--- src/rtl/gray_arb_pkg.sv ---
// Shared types and helpers for the gray ticket arbiter.
// Provides the FSM state enum, default sizes and the bin2gray helper.
package gray_arb_pkg;

    localparam int DEF_WIDTH   = 4;
    localparam int DEF_NUM_REQ = 4;

    typedef enum logic [1:0] {
        IDLE  = 2'd0,
        GRANT = 2'd1,
        BUSY  = 2'd2
    } state_t;

    // Callers truncate the result to their own width.
    function automatic logic [31:0] bin2gray(input logic [31:0] b);
        return b ^ (b >> 1);
    endfunction

endpackage

--- src/rtl/gray_step_counter.sv ---
// Binary step counter presenting its value in gray code.
// Ports: clk, reset (sync, active-high), inc (advance by one), gray (code out).
module gray_step_counter
    import gray_arb_pkg::*;
#(
    parameter int WIDTH = DEF_WIDTH
) (
    input  logic             clk,
    input  logic             reset,
    input  logic             inc,
    output logic [WIDTH-1:0] gray
);

    logic [WIDTH-1:0] bin;

    // Natural binary wrap gives the gray wrap (top code back to zero).
    always_ff @(posedge clk) begin
        if (reset) begin
            bin <= '0;
        end else if (inc) begin
            bin <= bin + WIDTH'(1);
        end
    end

    assign gray = WIDTH'(bin2gray(32'(bin)));

endmodule

--- src/rtl/gray_ticket_arbiter.sv ---
// Round-robin arbiter that hands each winner the current gray ticket.
// Ports: clk, reset (sync, active-high), enable, req, done in;
//   gnt (one-cycle one-hot), gnt_id, ticket, busy out.
// Optional macro GRAY_TIMEOUT_EN adds TIMEOUT_CYCLES forced release
//   and the sticky timeout_err output.
module gray_ticket_arbiter
    import gray_arb_pkg::*;
#(
    parameter int NUM_REQ = DEF_NUM_REQ,
    parameter int WIDTH   = DEF_WIDTH
`ifdef GRAY_TIMEOUT_EN
    ,
    parameter int TIMEOUT_CYCLES = 16
`endif
) (
    input  logic                       clk,
    input  logic                       reset,
    input  logic                       enable,
    input  logic [NUM_REQ-1:0]         req,
    input  logic                       done,
    output logic [NUM_REQ-1:0]         gnt,
    output logic [$clog2(NUM_REQ)-1:0] gnt_id,
    output logic [WIDTH-1:0]           ticket,
    output logic                       busy
`ifdef GRAY_TIMEOUT_EN
    ,
    output logic                       timeout_err
`endif
);

    localparam int IDW = $clog2(NUM_REQ);
    localparam int IW  = IDW + 1;

    state_t           state;
    state_t           state_next;
    logic [IDW-1:0]   rr;
    logic [IDW-1:0]   winner;
    logic [IW-1:0]    idx;
    logic             found;
    logic             fire;
    logic [WIDTH-1:0] gray;

`ifdef GRAY_TIMEOUT_EN
    localparam int TW = $clog2(TIMEOUT_CYCLES + 1);
    logic [TW-1:0] tcnt;
    logic          tmo;
`endif

    gray_step_counter #(
        .WIDTH (WIDTH)
    ) u_cnt (
        .clk   (clk),
        .reset (reset),
        .inc   (fire),
        .gray  (gray)
    );

    // Scan from the rr pointer, wrapping, and keep the first hit.
    always_comb begin
        winner = '0;
        found  = 1'b0;
        idx    = '0;
        for (int i = 0; i < NUM_REQ; i++) begin
            idx = {1'b0, rr} + IW'(i);
            if (idx >= IW'(NUM_REQ)) begin
                idx = idx - IW'(NUM_REQ);
            end
            if (!found && req[idx[IDW-1:0]]) begin
                found  = 1'b1;
                winner = idx[IDW-1:0];
            end
        end
    end

    always_ff @(posedge clk) begin
        if (reset) begin
            state <= IDLE;
        end else begin
            state <= state_next;
        end
    end

    always_comb begin
        state_next = state;
        fire       = 1'b0;
`ifdef GRAY_TIMEOUT_EN
        tmo        = 1'b0;
`endif
        unique case (state)
            IDLE: begin
                if (enable && found) begin
                    fire       = 1'b1;
                    state_next = GRANT;
                end
            end
            GRANT: begin
                state_next = done ? IDLE : BUSY;
            end
            BUSY: begin
                if (done) begin
                    state_next = IDLE;
                end
`ifdef GRAY_TIMEOUT_EN
                else if (tcnt == TW'(TIMEOUT_CYCLES - 1)) begin
                    tmo        = 1'b1;
                    state_next = IDLE;
                end
`endif
            end
            default: begin
                state_next = IDLE;
            end
        endcase
    end

    // gnt is a pulse; id and ticket hold until the next grant.
    always_ff @(posedge clk) begin
        if (reset) begin
            gnt    <= '0;
            gnt_id <= '0;
            ticket <= '0;
            rr     <= '0;
        end else begin
            gnt <= '0;
            if (fire) begin
                gnt    <= NUM_REQ'(1) << winner;
                gnt_id <= winner;
                ticket <= gray;
                rr     <= (winner == IDW'(NUM_REQ - 1)) ?
                          '0 : winner + IDW'(1);
            end
        end
    end

    assign busy = (state != IDLE);

`ifdef GRAY_TIMEOUT_EN
    // Held at zero outside BUSY, so it restarts on every BUSY entry.
    always_ff @(posedge clk) begin
        if (reset) begin
            tcnt        <= '0;
            timeout_err <= 1'b0;
        end else begin
            if (state != BUSY) begin
                tcnt <= '0;
            end else if (!done) begin
                tcnt <= tcnt + TW'(1);
            end
            if (tmo) begin
                timeout_err <= 1'b1;
            end
        end
    end
`endif

endmodule

--- config.mk ---
export PLATFORM = sky130hd
export DESIGN_NAME = gray_ticket_arbiter
export DESIGN_NICKNAME = d
export VERILOG_FILES = /design/src/rtl/gray_arb_pkg.sv /design/src/rtl/gray_step_counter.sv /design/src/rtl/gray_ticket_arbiter.sv
export SDC_FILE = /design/constraint.sdc
export NUM_CORES = 1
export LEC_CHECK = 0
export CORE_MARGIN = 10
export CORE_UTILIZATION = 41
export CTS_BUF_LIST = sky130_fd_sc_hd__clkbuf_16
export DETAILED_ROUTE_END_ITERATION = 16
export GPL_ROUTABILITY_DRIVEN = 1
export PLACE_DENSITY = 0.68
export SLEW_MARGIN = 0
export SYNTH_ARGS = -nofsm -noshare
export SYNTH_HDL_FRONTEND = slang
export SYNTH_SLANG_ARGS = --single-unit
--- constraint.sdc ---
create_clock -name clk -period 1.63 [get_ports clk]
set_input_delay 0.2445 -clock clk [delete_from_list [all_inputs] [get_ports clk]]
set_output_delay 0.2445 -clock clk [all_outputs]
set_load 0.02 [all_outputs]
Yosys cells after proc, flatten, opt, wreduce, memory -nomap -nowiden
Cells that the tools add are included.
Widths: inputs -> output; s select.
{"block": "word_totals", "ff_bits": 18, "out_inout_bits": 11, "elab_cells": 69}
{"block": "classes", "n_addsub": 9, "order_cmp": 8, "n_eq_ne": 5, "shift": 1, "mux": 27, "bitwise": 2, "reduce_logical": 11}
{"op": "$mux 2", "count": 12}
{"op": "$lt 2x3->1 const B", "count": 4}
{"op": "$mux 1", "count": 10}
{"op": "$ge 3x3->1 const B", "count": 3}
{"op": "$bmux 1 s2", "count": 4}
{"op": "$sub 2x1->2 const B", "count": 4}
{"op": "$add 2x2->3 const B", "count": 2}
{"op": "$pmux 2 s3", "count": 1}
{"op": "$add 4x1->4 const B", "count": 1}
{"op": "$eq 2x2->1 const B", "count": 2}
{"op": "$logic_and 1x1->1", "count": 4}
{"op": "$ne 2x2->1 const B", "count": 2}
{"op": "$shl 1x2->4 const A", "count": 1}
{"op": "$xor 4x3->4", "count": 1}
{"op": "$add 2x1->3 const B", "count": 1}
{"op": "$ge 2x3->1 const B", "count": 1}
{"op": "$logic_not 1->1", "count": 3}
{"op": "$add 2x1->2 const B", "count": 1}
{"op": "$eq 2x1->1 const B", "count": 1}
{"op": "$logic_not 2->1", "count": 1}
{"op": "$reduce_and 2->1", "count": 1}
{"op": "$reduce_bool 2->1", "count": 1}
{"op": "$reduce_or 2->1", "count": 1}
{"op": "$not 1->1", "count": 1}

Logic depth before layout (Yosys ltp)
Gate-level depths: netlist of run 1.
{"block": "logic_depth", "ltp_word": 19, "mapped_depth": 7, "depth_no_buf": 7}

Hierarchy
Synthesis of run 1 repeated with hierarchy kept, for this count alone.
{"block": "hier_totals", "cells_unflattened": 83, "hier_area_um2": 788.3}
{"module": "gray_ticket_arbiter", "instances": 1, "cells_per_inst": 64, "area_each_um2": 583.1}
{"module": "gray_step_counter", "instances": 1, "cells_per_inst": 19, "area_each_um2": 205.2}

Worst setup path after synthesis of run 1
Ideal clock, no wire load.
{"block": "synth_path", "path_type": "reg2reg", "start": "register rr[0]", "end": "register rr[0]", "arrival_time_ns": 1.456, "t_required_ns": 1.569, "path_slack_ns": 0.113, "stages_incl_launch_ff": 8, "n_path_buf": 0, "path_cell_list": "dfxtp_1 -> nor2b_1 -> a21oi_1 -> a21oi_1 -> nor2_1 -> ha_1 -> o31ai_1 -> a32o_1"}
{"item": "from (decl)", "line_no": "gray_ticket_arbiter.sv:36", "source": "logic [IDW-1:0] rr;"}
{"item": "from (signal assigned)", "line_no": "gray_ticket_arbiter.sv:129", "source": "rr <= (winner == IDW'(NUM_REQ - 1)) ?"}
{"item": "branches (longest 13 deep; another with $add 2x1->3)"}
{"item": "$mux 2 (*)", "line_no": "gray_ticket_arbiter.sv:68", "source": "if (!found && req[idx[IDW-1:0]]) begin"}
{"item": "named net winner[0]", "line_no": "gray_ticket_arbiter.sv:37", "source": "logic [IDW-1:0] winner;"}
{"item": "$add 2x1->2 / $eq 2x2->1 (equally long branches)", "line_no": "gray_ticket_arbiter.sv:130, gray_ticket_arbiter.sv:129"}
{"item": "$mux 2 (*)", "line_no": "gray_ticket_arbiter.sv:129"}
Mark *: on every way through the listed nets, which the timed path passes. The select of a mux whose other input is x is not followed.
A chain may end at the register's enable or synchronous reset.

Worst setup path in the final report of run 1
{"block": "layout_path", "start": "input req[2]", "end": "register rr[0]"}
{"item": "from (decl)", "line_no": "gray_ticket_arbiter.sv:19", "source": "input logic [NUM_REQ-1:0] req,"}
{"item": "$bmux 1 s2", "line_no": "gray_ticket_arbiter.sv:68"}
{"item": "$mux 1 (not written as such)", "line_no": "gray_ticket_arbiter.sv:68"}
{"item": "$mux 1", "line_no": "gray_ticket_arbiter.sv:68"}
{"item": "$logic_not 1->1", "line_no": "gray_ticket_arbiter.sv:68"}
{"item": "$logic_and 1x1->1", "line_no": "gray_ticket_arbiter.sv:68"}
{"item": "$mux 1", "line_no": "gray_ticket_arbiter.sv:68"}
{"item": "$logic_not 1->1", "line_no": "gray_ticket_arbiter.sv:68"}
{"item": "$logic_and 1x1->1", "line_no": "gray_ticket_arbiter.sv:68"}
{"item": "$mux 1", "line_no": "gray_ticket_arbiter.sv:68"}
{"item": "$logic_not 1->1", "line_no": "gray_ticket_arbiter.sv:68"}
{"item": "$logic_and 1x1->1", "line_no": "gray_ticket_arbiter.sv:68"}
{"item": "$mux 2 (*)", "line_no": "gray_ticket_arbiter.sv:68"}
{"item": "named net winner[1]", "line_no": "gray_ticket_arbiter.sv:37"}
{"item": "$eq 2x2->1 (*)", "line_no": "gray_ticket_arbiter.sv:129"}
{"item": "$mux 2 (*)", "line_no": "gray_ticket_arbiter.sv:129"}
The timed path passes the listed nets; every way through them passes the cells marked *. The select of a mux whose other input is x is not followed.

==> results.yml, run 1 <==
run_status:
  status: "completed"
synthesis:
  avgSynthCellArea_sq_um: 9.86
  yosys.cell_types.count: 29
  synthAdderAreaFrac: 0.0501
  ys_seq_area_frac: 0.454
  syn-num-nets: 87
  synth_top_family_by_area: "simple AND/OR/NAND/NOR gates"
  synth-simple-area-share: 0.205
  synth_xor_area_frac: 0.0467
  synth_compound_area_frac: 0.125
  synthMuxAreaShare: 0.0684
  syn_area_sq_um: 749
  syn_inst: 76
  synth-seq-cells: 17
  yosysWarnings: 0
routing:
  avgRoutedWirePerCell_microns: 13.1
  route.vias.total: 652
  vias_per_cell: 4.83
  wl_met3_microns: 83
  drt_iter0_drc: 13
  antenna_left: 0
  met1_length_microns: 855
  top_layer: "met4"
  drc: 0
  wl_met2_microns: 786
  wl_microns: 1770
  firstDrtPassIters: 4
power:
  power.share.sequential: 0.381
  pwr-share-comb: 0.228
  switching_share: 0.245
  p_int_w: 0.000909
  power_density_nw_per_um2: 1010
  netSwitchingPower_w: 0.000295
  ir_drop_mv: 0.590
  clkPwrFrac: 0.392
  p_leak_nw: 0.533
cells_and_area:
  nFillCells: 148
  n_antenna_cell: 0
  drive_above_1_share: 0.291
  final_util: 0.693
  final_nets: 122
  syn_to_final_growth_pct: 59.8
global_route:
  grt_pass1_wl_microns: 2890
  grt_max_degree: 10
  track_usage: 0.0902
  grt_antenna_before_repair: 0
  grt_pass1_vias: 610
  grt.overflow.total: 0
timing:
  setup_viol: 0
  slew_viol_final: 0
  worst_slew_pin_slew_ns: 0.239
  hold_violations: 0
  max_freq_mhz: 632
  fin_skew_ns: 0.00111
  finalCritPeriodShare: 0.971
  period_needed_ns: 1.58
  slew_headroom: 0.840
  whs_ns: 0.494
floorplan:
  core_region_area_sq_um: 1730
  die-area_sq_um: 3940
  start_util: 0.434
  fp.dieH_microns: 62.8
  rows: 15
  die_w_microns: 62.8
  io_pins: 19
critical_path:
  critPathRequiredTime_ns: 1.81
  critPathKind: "in2reg"
  critPathMaxStageDelay_ns: 0.29
  rrSetupSlack_ns: 0.15
  path_max_fanout: 3
  slowest_stage: "o32ai_4"
  r2r_start: "rr[0]$_SDFFE_PP0P_"
  crit_family: "compound AO/OA/AOI/OAI gates"
  critPathArrivalTime_ns: 1.77
  critical_path.startpoint_type: "input port"
  end_kind: "flop"
  cp_num_cells: 8
  crit_buf_inv: 2
  rr_worst_depth: 7
  cp_cell_sequence: "dlygate4sd2_1 -> nor2b_2 -> a21boi_1 -> o32ai_4 -> inv_2 -> ha_4 -> o31ai_4 -> a32o_1"
  r2r_end: "rr[0]$_SDFFE_PP0P_"
min_path:
  worstHoldEndpoint: "ticket[2]$_SDFFE_PP0P_"
  hold_start: "ticket[2]$_SDFFE_PP0P_"
  hold_depth: 2
  hp-class: "reg2reg"
clock_network:
  cts-hold-fix-buffers: 0
  cts.path.max_buffers: 2
  htreeDepth: 1
  numCtsBuffers: 3
  clkLatencyLatePin_ns: 0.24
  path_clk_slew_ns: 0.05
  clkSinkCount: 17
  cts_root_buf: "clkbuf_16"
  cts_tree: "done"
place:
  gp_congestion: 0.797
  port_buffers: 18
  dp_hpwl_microns: 1320
flow_run:
  max-cap-violations: 0
registers in the layout, indices dropped and copies added, names as in the netlist:
name,count
state,2
gnt,4
ticket,4
gnt_id,2
u_cnt.bin,3
rr,2
synthesized netlist by cell type, drive strengths merged:
master / count / area, sq um
a211oi: 1 / 7.51
a21boi: 1 / 7.51
a21oi: 2 / 10.0
a32o: 1 / 10.0
and3: 1 / 11.3
buf: 2 / 18.8
clkbuf: 1 / 3.75
dfxtp: 17 / 340
ha: 3 / 37.5
inv: 4 / 15.0
mux2: 1 / 11.3
mux2i: 4 / 40.0
nand2b: 3 / 21.3
nand3: 1 / 5.00
nand4: 1 / 6.26
nor2: 13 / 48.8
nor2b: 5 / 31.3
nor3: 2 / 10.0
nor4: 2 / 12.5
o211a: 2 / 20.0
o22ai: 1 / 6.26
o31ai: 1 / 7.51
o32ai: 2 / 25.0
or4: 1 / 7.51
xnor2: 3 / 26.3
xor2: 1 / 8.76
layout by cell type, fill, tap and decap left out, types with 2 or more instances in the layout:
cell type / synthesis / routed
o211a_1: 2 / 2
dlymetal6s2s_1: 0 / 2
nand2b_1: 2 / 2
buf_4: 1 / 14
a21oi_2: 0 / 2
dfxtp_1: 17 / 17
ha_1: 3 / 2
nor3_1: 2 / 2
inv_1: 4 / 4
clkbuf_16: 0 / 3
nor2b_1: 5 / 3
dlygate4sd2_1: 0 / 3
nor2b_2: 0 / 2
clkdlybuf4s50_1: 0 / 13
xnor2_1: 3 / 3
mux2i_1: 4 / 4
nor2_1: 13 / 12
tightest hold or removal path: cells and delay by family (launching register included):
| kind | cells | cell delay [ns] |
|---|---|---|
| AO/OA/AOI/OAI | 1 | 0.05 |
| flip-flops | 1 | 0.30 |
| AND/OR/NAND/NOR | 1 | 0.09 |
how the worst max path moves through the flow:
stage,start,endpoint,slack [ns]
floorplan,rr[0]$_SDFFE_PP0P_,rr[0]$_SDFFE_PP0P_,0.11
global placement,req[1],u_cnt.bin[3]$_SDFFE_PP0P_,-0.36
detailed placement,req[1],u_cnt.bin[3]$_SDFFE_PP0P_,-0.39
CTS,req[3],rr[0]$_SDFFE_PP0P_,0.003
global route,req[2],rr[0]$_SDFFE_PP0P_,-0.002
finish,req[2],rr[0]$_SDFFE_PP0P_,0.05
per-layer routing:
layer  up-vias  global-route usage
met5         -                   0
met4         0              0.0335
met3         6              0.0394
met2        13               0.138
met1       298               0.108
li1        335                   -
cell type report:
type	instances	area, sq um	share of cell area
Multi-Input combinational cell	52	434	0.363
Sequential cell	17	340	0.284
Timing Repair Buffer	33	298	0.249
Clock buffer	3	75.1	0.0627
Tap cell	25	31.3	0.0261
Inverter	4	15.0	0.0125
Clock inverter	1	3.75	0.00313
power groups by stage:
stage          clock (W)  sequential [W]  combinational (W)
6_report        0.000472        0.000459           0.000274
5_1_grt         0.000498        0.000461           0.000299
4_1_cts         0.000478        0.000458           0.000249
3_5_place_dp           0        0.000466           0.000237
3_3_place_gp           0        0.000465           0.000232
2_1_floorplan          0        0.000480           0.000110
cells by family (layout without fill, tap and decap cells):
logic type / count (synthesis) / after routing
simple gates: 29 / 29
flops: 17 / 17
compound gates: 11 / 11
buf+inv: 7 / 41
mux: 5 / 5
xor+xnor: 4 / 4
fa+ha+maj: 3 / 3
timing repair:
item | in CTS | in global routing
setup buffers | 1 | 0
resized for setup | 8 | 12
setup endpoints to repair | 12 | 4
pin swaps | 6 | 3
endpoints found under the hold margin | 0 | 0
per-stage QoR:
stage / setup slack (ns) / setup TNS, ns / power, W / instance area (sq um) / instances
2_1_floorplan: 0.113 / 0 / 0.000590 / 749 / 76
5_1_grt: -0.00206 / -0.00206 / 0.00126 / 1200 / 135
4_1_cts: 0.00254 / 0 / 0.00118 / 1150 / 135
6_report: 0.0473 / 0 / 0.00120 / 1200 / 135
3_3_place_gp: -0.362 / -3.88 / 0.000697 / 1040 / 130
3_5_place_dp: -0.392 / -4.28 / 0.000703 / 1040 / 130
Power figures use the tool's default switching activity.
==> inputs of run 2 (changes only) <==
--- a/config.mk
+++ b/config.mk
@@ -5,7 +5,7 @@
 export SDC_FILE = /design/constraint.sdc
 export NUM_CORES = 1
 export LEC_CHECK = 0
-export CORE_MARGIN = 10
+export CORE_MARGIN = 4
 export CORE_UTILIZATION = 41
 export CTS_BUF_LIST = sky130_fd_sc_hd__clkbuf_16
 export DETAILED_ROUTE_END_ITERATION = 16
==> results.yml, run 2 (same netlist as run 1, synthesis figures left out) <==
run_status:
  status: "completed"
floorplan:
  core_region_area_sq_um: 1730
  die-area_sq_um: 2580
  rows: 15
  io_pins: 19
  die_w_microns: 50.8
  start_util: 0.434
  fp.dieH_microns: 50.8
global_route:
  grt_pass1_vias: 632
  grt_antenna_before_repair: 0
  track_usage: 0.146
  grt_max_degree: 10
  grt_pass1_wl_microns: 2830
  grt.overflow.total: 0
cells_and_area:
  layout_common_cells: "dfxtp_1 (16), clkdlybuf4s50_1 (14), buf_4 (13), nor2_1 (12)"
  instances_no_fill: 134
  seq_area_sq_um: 342
  fin_area_sq_um: 1150
  n_antenna_cell: 0
  drive_above_1_share: 0.248
  syn_to_final_growth_pct: 53.3
  final_common_cell: "dfxtp_1"
  nFillCells: 158
  final_util: 0.665
  final_nets: 121
  multi_input_area_sq_um: 394
  top_regs: "gnt: 4 flops, ticket: 4 flops, u_cnt.bin: 3 flops"
critical_path:
  critPathMaxStageDelay_ns: 0.29
  critPathArrivalTime_ns: 1.71
  path_max_fanout: 3
  end_kind: "flop"
  slowest_stage: "o32ai_4"
  critical_path.startpoint_type: "input port"
  cp_cell_sequence: "dlygate4sd2_1 -> nor2b_1 -> a21boi_1 -> o32ai_4 -> inv_2 -> buf_4 -> buf_4 -> nor4_1"
  cp_common_cell: "buf_4"
  critPathRequiredTime_ns: 1.77
  critPathKind: "in2reg"
place:
  dpl.cell_count: 128
  dp_hpwl_microns: 1210
  dpl_cell_area_sq_um: 1030
  port_buffers: 18
  pre_cts_ws_ns: -0.396
  gp_congestion: 0.814
routing:
  avgRoutedWirePerCell_microns: 12.6
  route.vias.total: 662
  drc: 0
  vias_per_cell: 4.94
  firstDrtPassIters: 4
  drt_iter0_drc: 5
  wl_microns: 1680
  antenna_left: 0
timing:
  slew_viol_final: 0
  hold_violations: 0
  worst_slew_pin_slew_ns: 0.272
  slew_headroom: 0.818
  max_freq_mhz: 637
  layout_setup_ws_ns: 0.0609
  setup_viol: 0
  finalCritPeriodShare: 0.963
  fin_skew_ns: 0.00230
  period_needed_ns: 1.57
power:
  p_int_w: 0.000901
  clkPwrFrac: 0.398
  p_total_w: 0.00118
  netSwitchingPower_w: 0.000282
  pwr-share-comb: 0.209
  power_density_nw_per_um2: 1030
  ir_drop_mv: 0.547
  power.share.sequential: 0.393
  switching_share: 0.238
  p_leak_nw: 0.509
clock_network:
  clkLatencyLatePin_ns: 0.24
  path_clk_slew_ns: 0.05
  numCtsBuffers: 3
  htreeDepth: 1
  cts-hold-fix-buffers: 0
  clkSinkCount: 17
  cts_root_buf: "clkbuf_16"
  cts.path.max_buffers: 2
  cts_tree: "done"
flow_run:
  max-cap-violations: 0
min_path:
  hp-class: "reg2reg"
## run 2: path summary, 6_finish.rpt
check	cells after the start	start	slack (ns)	end
max	8	req[2]	0.06	gnt[1]$_SDFF_PP0_
min	2	gnt_id[1]$_SDFFE_PP0P_	0.49	gnt_id[1]$_SDFFE_PP0P_
max reg2reg	6	rr[1]$_SDFFE_PP0P_	0.13	gnt[1]$_SDFF_PP0_
min reg2reg	2	gnt_id[1]$_SDFFE_PP0P_	0.49	gnt_id[1]$_SDFFE_PP0P_
## run 2: cell type report
type	count	share of cell area
multi-input combinational	52	0.343
sequential	17	0.297
timing repair buffer	32	0.251
clock buffer	3	0.0654
tap	25	0.0272
inverter	4	0.0131
clock inverter	1	0.00327
## run 2: per-stage QoR
stage	TNS [ns]	hold slack, ns
final	0	0.493
after global routing	-0.0165	0.518
after CTS	0	0.504
after detailed placement	-4.32	0.487
after global placement	-3.80	0.482
after floorplan	0	0.321
## run 2: power groups by stage
stage / clock network, W / logic, W / registers [W]
6_report: 0.000471 / 0.000247 / 0.000464
5_1_grt: 0.000507 / 0.000271 / 0.000467
4_1_cts: 0.000482 / 0.000238 / 0.000462
3_5_place_dp: 0 / 0.000224 / 0.000469
3_3_place_gp: 0 / 0.000220 / 0.000468
2_1_floorplan: 0 / 0.000110 / 0.000480
## run 2: critical path: cells and delay by family
kind	cells	cell delay, ns
buffers and inverters	4	0.58
AND/OR/NAND/NOR	2	0.44
AO/OA/AOI/OAI	2	0.44
## run 2: per-layer routing
layer / GRT usage / vias up / wire [microns]
met1: 0.191 / 309 / 773
met4: 0.0807 / 0 / 30
li1: - / 334 / -
met2: 0.230 / 15 / 822
met5: 0 / - / 0
met3: 0.0208 / 4 / 56
## run 2: repair_timing
item / 4_1_cts / 5_1_grt
pin swaps: 5 / 2
endpoints found under the setup margin: 11 / 4
gates resized for setup: 6 / 7
buffers inserted: 2 / 0
gates cloned: 0 / 0
==> inputs of run 3 (changes only) <==
--- a/config.mk
+++ b/config.mk
@@ -6,11 +6,12 @@
 export NUM_CORES = 1
 export LEC_CHECK = 0
 export CORE_MARGIN = 4
-export CORE_UTILIZATION = 41
+export CORE_UTILIZATION = 46
 export CTS_BUF_LIST = sky130_fd_sc_hd__clkbuf_16
 export DETAILED_ROUTE_END_ITERATION = 16
 export GPL_ROUTABILITY_DRIVEN = 1
-export PLACE_DENSITY = 0.68
+export PLACE_DENSITY = 0.73
+export SETUP_SLACK_MARGIN = 0.3
 export SLEW_MARGIN = 0
 export SYNTH_ARGS = -nofsm -noshare
 export SYNTH_HDL_FRONTEND = slang
==> constraint.sdc (replaced) <==
create_clock -name clk -period 1.55 [get_ports clk]
set_input_delay 0.2325 -clock clk [delete_from_list [all_inputs] [get_ports clk]]
set_output_delay 0.2325 -clock clk [all_outputs]
set_load 0.02 [all_outputs]
==> results.yml, run 3 (same netlist as run 1, synthesis figures left out) <==
routing:
  antenna_left: 0
  vias_per_cell: 5.17
  drc: 0
  firstDrtPassIters: 2
  wl_microns: 1770
  route.vias.total: 656
  avgRoutedWirePerCell_microns: 14.0
  drt_iter0_drc: 7
timing:
  period_needed_ns: 1.38
  finalCritPeriodShare: 0.888
  hold_violations: 0
  slew_headroom: 0.770
  rsz0062_at_grt: "true"
  setup_viol: 0
  max_freq_mhz: 726
  slew_viol_final: 0
  fin_skew_ns: 0.00252
  timing.setup.tns_ns: 0
  worst_slew_pin_slew_ns: 0.344
power:
  power.share.sequential: 0.377
  ir_drop_mv: 0.908
  pwr-share-comb: 0.228
  p_int_w: 0.000965
  switching_share: 0.260
  p_leak_nw: 0.580
  power_density_nw_per_um2: 1060
  netSwitchingPower_w: 0.000339
  p_total_w: 0.00130
  clkPwrFrac: 0.395
cells_and_area:
  layout_common_cells: "dfxtp_1 (15), buf_4 (11), nor2_1 (10), dlygate4sd2_1 (10), buf_6 (6)"
  syn_to_final_growth_pct: 64.4
  final_util: 0.809
  final_common_cell: "dfxtp_1"
  drive_above_1_share: 0.450
  n_antenna_cell: 0
  final_nets: 123
  multi_input_area_sq_um: 477
  nFillCells: 88
  instances_no_fill: 127
  seq_area_sq_um: 345
  top_regs: "gnt: 4 flops, ticket: 4 flops, u_cnt.bin: 3 flops"
place:
  dpl.cell_count: 120
  dp_hpwl_microns: 1190
  gp_congestion: 0.829
  port_buffers: 18
floorplan:
  start_util: 0.492
  die-area_sq_um: 2340
  io_pins: 19
  fp.dieH_microns: 48.4
  rows: 14
  die_w_microns: 48.4
  core_region_area_sq_um: 1520
global_route:
  grt_pass1_vias: 664
  grt_pass1_wl_microns: 3130
  track_usage: 0.167
  grt_max_degree: 11
  grt_antenna_before_repair: 0
  grt.overflow.total: 0
clock_network:
  htreeDepth: 1
  path_clk_slew_ns: 0.05
  clkLatencyLatePin_ns: 0.25
  cts-hold-fix-buffers: 0
  numCtsBuffers: 3
  cts.path.max_buffers: 2
  cts_root_buf: "clkbuf_16"
  clkSinkCount: 17
  cts_tree: "done"
critical_path:
  critPathKind: "reg2reg"
  path_max_fanout: 3
  end_kind: "flop"
  slowest_stage: "dfxtp_2"
  critPathMaxStageDelay_ns: 0.36
  rrSetupSlack_ns: 0.17
  r2r_start: "rr[0]$_SDFFE_PP0P_"
  critPathRequiredTime_ns: 1.69
  critPathArrivalTime_ns: 1.51
  critical_path.startpoint_type: "flop"
  rr_worst_depth: 7
  cp_cell_sequence: "nor2b_2 -> nor3_2 -> a21oi_2 -> nor2_2 -> ha_4 -> nor2_1 -> a32o_1"
  r2r_end: "rr[0]$_SDFFE_PP0P_"
min_path:
  worstHoldEndpoint: "ticket[3]$_SDFFE_PP0P_"
  hp-class: "reg2reg"
  hold_start: "ticket[3]$_SDFFE_PP0P_"
  hold_depth: 2
run_status:
  status: "completed"
flow_run:
  max-cap-violations: 0
run 3: power groups by stage:
stage                     Clock, W  Combinational, W  Sequential [W]
after floorplan                  0          0.000127        0.000507
after global placement           0          0.000247        0.000496
after detailed placement         0          0.000252        0.000497
after CTS                 0.000520          0.000273        0.000490
after global routing      0.000552          0.000326        0.000496
final                     0.000515          0.000298        0.000491
run 3: worst max-delay path, delay by kind of cell, from the launching register on:
| family | cells | cell delay (ns) |
|---|---|---|
| flops | 1 | 0.36 |
| simple gates | 4 | 0.42 |
| fa+ha+maj | 1 | 0.17 |
| compound gates | 2 | 0.32 |
run 3: how the worst max path moves through the flow:
stage / from / slack [ns] / cells past startpoint / end
global route: rr[1]$_SDFFE_PP0P_ / 0.09 / 6 / rr[1]$_SDFFE_PP0P_
detailed placement: req[1] / -0.40 / 5 / u_cnt.bin[3]$_SDFFE_PP0P_
finish: rr[0]$_SDFFE_PP0P_ / 0.17 / 7 / rr[0]$_SDFFE_PP0P_
global placement: req[1] / -0.38 / 5 / u_cnt.bin[3]$_SDFFE_PP0P_
floorplan: req[2] / 0.07 / 7 / rr[0]$_SDFFE_PP0P_
CTS: rr[1]$_SDFFE_PP0P_ / 0.16 / 6 / rr[0]$_SDFFE_PP0P_
run 3: per-stage QoR:
| stage | instance area, sq um | worst slack, ns | hold WS [ns] |
|---|---|---|---|
| after floorplan | 782 | 0.0737 | 0.309 |
| after global placement | 1060 | -0.383 | 0.472 |
| after detailed placement | 1060 | -0.398 | 0.484 |
| after CTS | 1190 | 0.158 | 0.491 |
| after global routing | 1230 | 0.0929 | 0.532 |
| final | 1230 | 0.173 | 0.484 |
run 3: layout make-up:
| type | instances | area share |
|---|---|---|
| multi-input combinational | 52 | 0.387 |
| sequential | 17 | 0.280 |
| timing repair buffer | 34 | 0.238 |
| clock buffer | 3 | 0.0609 |
| tap | 16 | 0.0162 |
| inverter | 4 | 0.0142 |
| clock inverter | 1 | 0.00406 |
run 3: layer usage:
metal / wire length [microns] / share of wire / vias to the layer above / global-route usage
li1: - / - / 338 / -
met1: 845 / 0.48 / 307 / 0.222
met2: 852 / 0.48 / 11 / 0.254
met3: 75 / 0.042 / 0 / 0.0613
met4: 0 / 0 / 0 / 0.0415
met5: 0 / 0 / - / 0
run 3: what timing repair did:
action,4_1_cts,5_1_grt
endpoints found under the setup margin,27,14
pin swaps,6,4
setup buffers,2,1
resized for setup,44,9
==> patch 1, RTL diff (settings of run 3) <==
Set the package constant `DEF_NUM_REQ` to 8 (it was 4).
--- a/src/rtl/gray_arb_pkg.sv
+++ b/src/rtl/gray_arb_pkg.sv
@@ -3,7 +3,7 @@
 package gray_arb_pkg;
 
     localparam int DEF_WIDTH   = 4;
-    localparam int DEF_NUM_REQ = 4;
+    localparam int DEF_NUM_REQ = 8;
 
     typedef enum logic [1:0] {
         IDLE  = 2'd0,
Ports: changed (resized gnt, gnt_id and req); port bits go from 19 to 28. The function was not compared with the original's and may differ.
==> patch 1 against run 3 <==
Total power rose to 6.4 times the old value. Critical path type unchanged. Largest power group is now combinational logic. Synthesized area rose to 2.8 times the old value. Largest cell class unchanged. Sequential cell count up 6. The flow now finishes with violations (negative setup slack). Routed wire length rose to 4.6 times the old value. Combinational power rose to 24 times the old value. Worst setup slack worse by 1.8 ns. Hold slack worse by 0.032 ns. Design area rose to 2.8 times the old value.
==> patch 1: results (changes against run 3) <==
Placed design
The routability congestion estimate was 0.8695 (was 0.8290). The count of buffers inserted at the top-level ports is 27 (was 18). The detailed placer's ending HPWL is 4180 µm (was 1189 µm).

The placed cell count is 345 (was 120).

Yosys
Synth area leaders: dfxtp_1 22%, mux4_2 7.6%, ha_1 5.4%, mux2i_1 5.3%, mux4_1 3.8% (was dfxtp_1 45%, nor2_1 6.5%, mux2i_1 5.3%, ha_1 5.0%, nor2b_1 4.2%). The number of cells produced by synthesis is 215 (was 76). The share of the yosys chip area belonging to registers is 22.17% (was 45.41%). The number of distinct library cells after synthesis is 61 (was 29). Top cells by count, synth: 23 x dfxtp_1, 18 x inv_1, 18 x nand2_1 (was 17 x dfxtp_1, 13 x nor2_1, 5 x nor2b_1).

Global route
The global routing met1 resource utilization is 32.92% (was 22.18%). The first-pass GRT wire length is 10930 µm (was 3125 µm). The overall routing resource usage came to 25.05% (was 16.71%). The met2 demand-to-capacity share in global routing is 42.55% (was 25.43%).

The maximum number of pins on one net before global-route repair is 19 (was 11).

Critical path
The arrival time reported for the critical path endpoint was 3.32 ns (was 1.51 ns). The worst reg2reg path depth is 13 (was 7). The critical-path maximum fanout is 6 (was 3).

STA
The worst hold slack is 0.4522 ns (was 0.4844 ns). The setup slack after layout came to -1.651 ns (was 0.1735 ns). The worst slew slack as a fraction of its limit is 65.12% (was 77.03%). The final setup violation count is 22 (was 0). The setup skew after layout is 0.001783 ns (was 0.002523 ns). The total negative slack is -32.38 ns (was 0 ns).

Drt
The number of DRC markers in iteration 0 came to 228 (was 7). The total length of routed wires came to 8094 µm (was 1773 µm). The wire length per cell after detailed routing is 21.76 µm (was 13.96 µm). The detailed-routing iteration count for the pre-antenna-repair pass is 6 (was 2). The total number of vias came to 2325 (was 656).

Run status
The checks that failed: negative setup slack. Result of the run: finished with violations (was completed).

Final layout
The number of inserted filler cells in the final layout is 262 (was 88). Leading registers by flop count: gnt x8, ticket x4 (was gnt x4, ticket x4, u_cnt.bin x3).

Power and ir drop
The worst vdd rail ir drop was 1.210 mV (was 0.9082 mV).
-- patch 1: cell types whose count changed in the layout (fill, tap and decap cells not counted), moves of 7 or more --
cell,before,now
a21oi_2,2,9
buf_4,11,71
clkdlybuf4s50_1,3,10
inv_1,2,14
mux4_2,0,10
nand2_1,0,17
-- patch 1: metal layers --
metal | vias up | wire length, µm
met3 | 45 | 603
met4 | 0 | 384
met1 | 1113 | 3152
met5 | - | 0
li1 | 1014 | -
met2 | 153 | 3953
-- patch 1: power groups by stage --
stage / Sequential [mW] / Clock (mW) / Combinational, mW
global route: 0.790 / 0.589 / 7.38
finish: 0.780 / 0.553 / 7.05
CTS: 0.771 / 0.547 / 5.89
global placement: 0.779 / 0 / 4.71
detailed placement: 0.780 / 0 / 4.80
floorplan: 0.864 / 0 / 2.84
-- patch 1: critical path: stages (launching register included) --
cell,delay (ns)
dfxtp_4,0.39
inv_8,0.03
ha_4,0.32
mux4_2,0.63
a21oi_4,0.21
a22o_1,0.22
and4_4,0.30
o21ai_1,0.09
a32o_2,0.27
inv_4,0.11
ha_4,0.16
ha_4,0.20
nand2_2,0.07
a21oi_2,0.06
-- patch 1: kinds of logic (layout without fill, tap and decap cells) --
logic type      Yosys count  count (layout)  share of synthesized area, %
compound gates           54              54                         19.64
xor+xnor                  6               6                         4.157
fa+ha+maj                 9               9                         5.422
buf+inv                  35             140                         9.878
flops                    23              23                         22.17
mux                      30              30                         22.77
simple gates             58              58                         15.96
-- patch 1: layout make-up --
class | instances | share of cell area, %
multi-input combinational | 157 | 50.36
timing repair buffer | 116 | 29.41
sequential | 23 | 13.56
inverter | 20 | 2.478
clock buffer | 3 | 2.187
tap | 52 | 1.895
clock inverter | 1 | 0.1093
-- patch 1: how the worst max path moves through the flow --
stage / cells after the start / slack, ns / from / to
global placement: 12 / -1.60 / req[3] / gnt[7]$_SDFF_PP0_
CTS: 13 / -1.51 / rr[0]$_SDFFE_PP0P_ / rr[1]$_SDFFE_PP0P_
detailed placement: 12 / -1.67 / req[3] / gnt[7]$_SDFF_PP0_
global route: 13 / -1.77 / rr[0]$_SDFFE_PP0P_ / rr[2]$_SDFFE_PP0P_
floorplan: 15 / -1.66 / rr[0]$_SDFFE_PP0P_ / rr[1]$_SDFFE_PP0P_
finish: 13 / -1.65 / rr[0]$_SDFFE_PP0P_ / rr[2]$_SDFFE_PP0P_
-- patch 1: repair_timing --
action / CTS / global route
buffers inserted: 17 / 5
resized for setup: 69 / 36
cloned: 1 / 0
pin swaps: 20 / 15
setup endpoints to repair: 38 / 26
-- patch 1: per-stage QoR --
stage                     area [µm²]  worst slack (ns)
after global placement          2858            -1.599
after global routing            3433            -1.769
final                           3433            -1.651
after detailed placement        2858            -1.667
after CTS                       3256            -1.506
after floorplan                 2138            -1.658
==> patch 2, RTL diff (config.mk and constraints of run 3) <==
Without the edit above. The 3 states of `state_t` get a one-hot encoding in 3 bits.
--- a/src/rtl/gray_arb_pkg.sv
+++ b/src/rtl/gray_arb_pkg.sv
@@ -5,10 +5,10 @@
     localparam int DEF_WIDTH   = 4;
     localparam int DEF_NUM_REQ = 4;
 
-    typedef enum logic [1:0] {
-        IDLE  = 2'd0,
-        GRANT = 2'd1,
-        BUSY  = 2'd2
+    typedef enum logic [2:0] {
+        IDLE  = 3'b001,
+        GRANT = 3'b010,
+        BUSY  = 3'b100
     } state_t;
 
     // Callers truncate the result to their own width.
Check against the original RTL: no difference found for any inputs over 10 cycles, from zero or initial values and one cycle with reset high; not proved beyond that.
==> patch 2 against run 3 <==
The flow now finishes with violations (negative setup slack). Fmax is 13% lower. Non-clock buffer count up 3. Synthesized area up 4.0%. Worst setup slack lost 0.21 ns. Critical path depth increased by 1. Sequential cell count grew 1. Design area is 1.2% higher. Routed wire length grew 16%. Total power grew 1.6%. Largest cell class unchanged. Largest power group is now registers.
==> patch 2: results (changes against run 3) <==
Yosys
Synth area leaders: dfxtp_1 46%, nand2_1 5.3%, a21oi_1 5.1%, ha_1 4.8%, xnor2_1 4.5% (was dfxtp_1 45%, nor2_1 6.5%, mux2i_1 5.3%, ha_1 5.0%, nor2b_1 4.2%). The number of distinct library cells after synthesis is 28 (was 29). The synthesized netlist net count is 99 (was 87). Top cells by count, synth: 18 x dfxtp_1, 11 x nand2_1, 9 x nor2_1 (was 17 x dfxtp_1, 13 x nor2_1, 5 x nor2b_1).

Global route
The overall routing resource usage is 16.71% (about the same). The maximum number of pins on one net before global-route repair is 15 (was 11). The via count of the first global-routing pass is 685 (was 664). The global routing met1 resource utilization is 19.48% (was 22.18%). The met3 usage in global routing is 3.976% (was 6.135%). The met2 demand-to-capacity share in global routing is 28.57% (was 25.43%). The first-pass GRT wire length is 3084 µm (was 3125 µm).

Drt
The number of DRC markers in iteration 0 came to 4 (was 7). The total length of routed wires was 2056 µm (was 1773 µm). The detailed-routing iteration count for the pre-antenna-repair pass is 4 (was 2). The number of vias per cell is 5.355 (was 5.165).

Clocking
The post-CTS clock slew at the launch and capture registers of the worst setup and hold paths came to 0.05 ns (about the same). The H-tree depth is 1 (unchanged).

STA
The setup skew after layout is 0.001144 ns (was 0.002523 ns). The worst slew slack as a fraction of its limit was 84.45% (was 77.03%). The final-report max-slew violation count is 0 (unchanged). The setup slack after layout is -0.03183 ns (was 0.1735 ns).

The total negative slack came to -0.03339 ns (was 0 ns). The final setup violation count is 2 (was 0).

Power and ir drop
The switching part of the total was 25.20% (was 26.00%). The sequential logic power is 0.514 mW (was 0.491 mW). The worst vdd rail ir drop came to 0.7468 mV (was 0.9082 mV).

The static power due to leakage is 0.5602 nW (was 0.5803 nW).

Critical path
The highest-delay cell along the critical path is dfxtp_4 (was dfxtp_2). The critical register-to-register path startpoint was rr[1]$_SDFFE_PP0P_ (was rr[0]$_SDFFE_PP0P_). The arrival time reported for the critical path endpoint was 1.70 ns (was 1.51 ns). The critical-path maximum fanout is 5 (was 3).

Final layout
The share of final-layout standard cells stronger than drive strength 1 is 34.40% (was 45.05%). Leading registers by flop count: gnt x4, ticket x4 (was gnt x4, ticket x4, u_cnt.bin x3). The net count reported at finish was 137 (was 123).

Placed design
The cell area after placement is 1060 µm² (was 1057 µm²). The detailed placer's ending HPWL is 1214 µm (was 1189 µm). The routability congestion estimate is 0.7835 (was 0.8290).

Run status
The checks that failed: negative setup slack. Result of the run: finished with violations (was completed).

Worst hold path
The number of instances on the worst hold path is 2 (unchanged). The origin of the worst min-delay path is ticket[1]$_SDFFE_PP0P_ (was ticket[3]$_SDFFE_PP0P_). The path category of the worst min-delay check is flop to flop (unchanged). The sink of the worst hold path is ticket[1]$_SDFFE_PP0P_ (was ticket[3]$_SDFFE_PP0P_).
[patch 2: cell count changes in the layout (fill, tap and decap cells not counted), moves of 4 or more]
cell           before  now
a21oi_1             0    7
nand2_1             0   10
buf_4              11   15
dlygate4sd2_1      10   15
[patch 2: what timing repair did]
item	CTS	global route
pin swaps	4	1
setup buffers	5	2
endpoints found under the setup margin	28	18
hold buffers	0	0
gates resized for setup	28	12
[patch 2: worst register-to-register path, cell delays in order, from the launching register on]
cell and delay, ns:
dfxtp_4 0.36, mux2i_1 0.22, nor2_1 0.08, or3_4 0.36, inv_4 0.08, ha_4 0.13, nor2_2 0.03, o211ai_1 0.08
o311ai_1 0.11
[patch 2: stage by stage]
step,std cells,worst slack (ns)
detailed placement,130,-0.3043
CTS,139,0.02543
floorplan,88,0.09760
global placement,130,-0.2675
finish,141,-0.03183
global route,141,-0.07249
[patch 2: cells by family (layout without fill, tap and decap cells)]
| logic type | count (synthesis) | in the layout | synth area share [%] |
|---|---|---|---|
| simple gates | 36 | 36 | 24.72 |
| flops | 18 | 18 | 46.23 |
| compound gates | 17 | 17 | 13.32 |
| buf+inv | 9 | 46 | 5.135 |
| xor+xnor | 4 | 4 | 4.494 |
| fa+ha+maj | 3 | 3 | 4.816 |
| mux | 1 | 1 | 1.284 |
[patch 2: routing by layer]
metal | vias to the layer above | part of all wire (%)
li1 | 375 | -
met1 | 363 | 42
met2 | 14 | 54
met3 | 3 | 3.1
met4 | 0 | 1.0
met5 | - | 0
[patch 2: area by class of cell]
class / count / area (µm²)
multi-input cells: 61 / 444.2
clock inverters: 1 / 3.754
flip-flops and latches: 18 / 366.6
repair buffers: 37 / 314.1
clock buffers: 3 / 75.07
fillers: 110 / 311.5
well taps: 16 / 20.02
inverters: 5 / 23.77
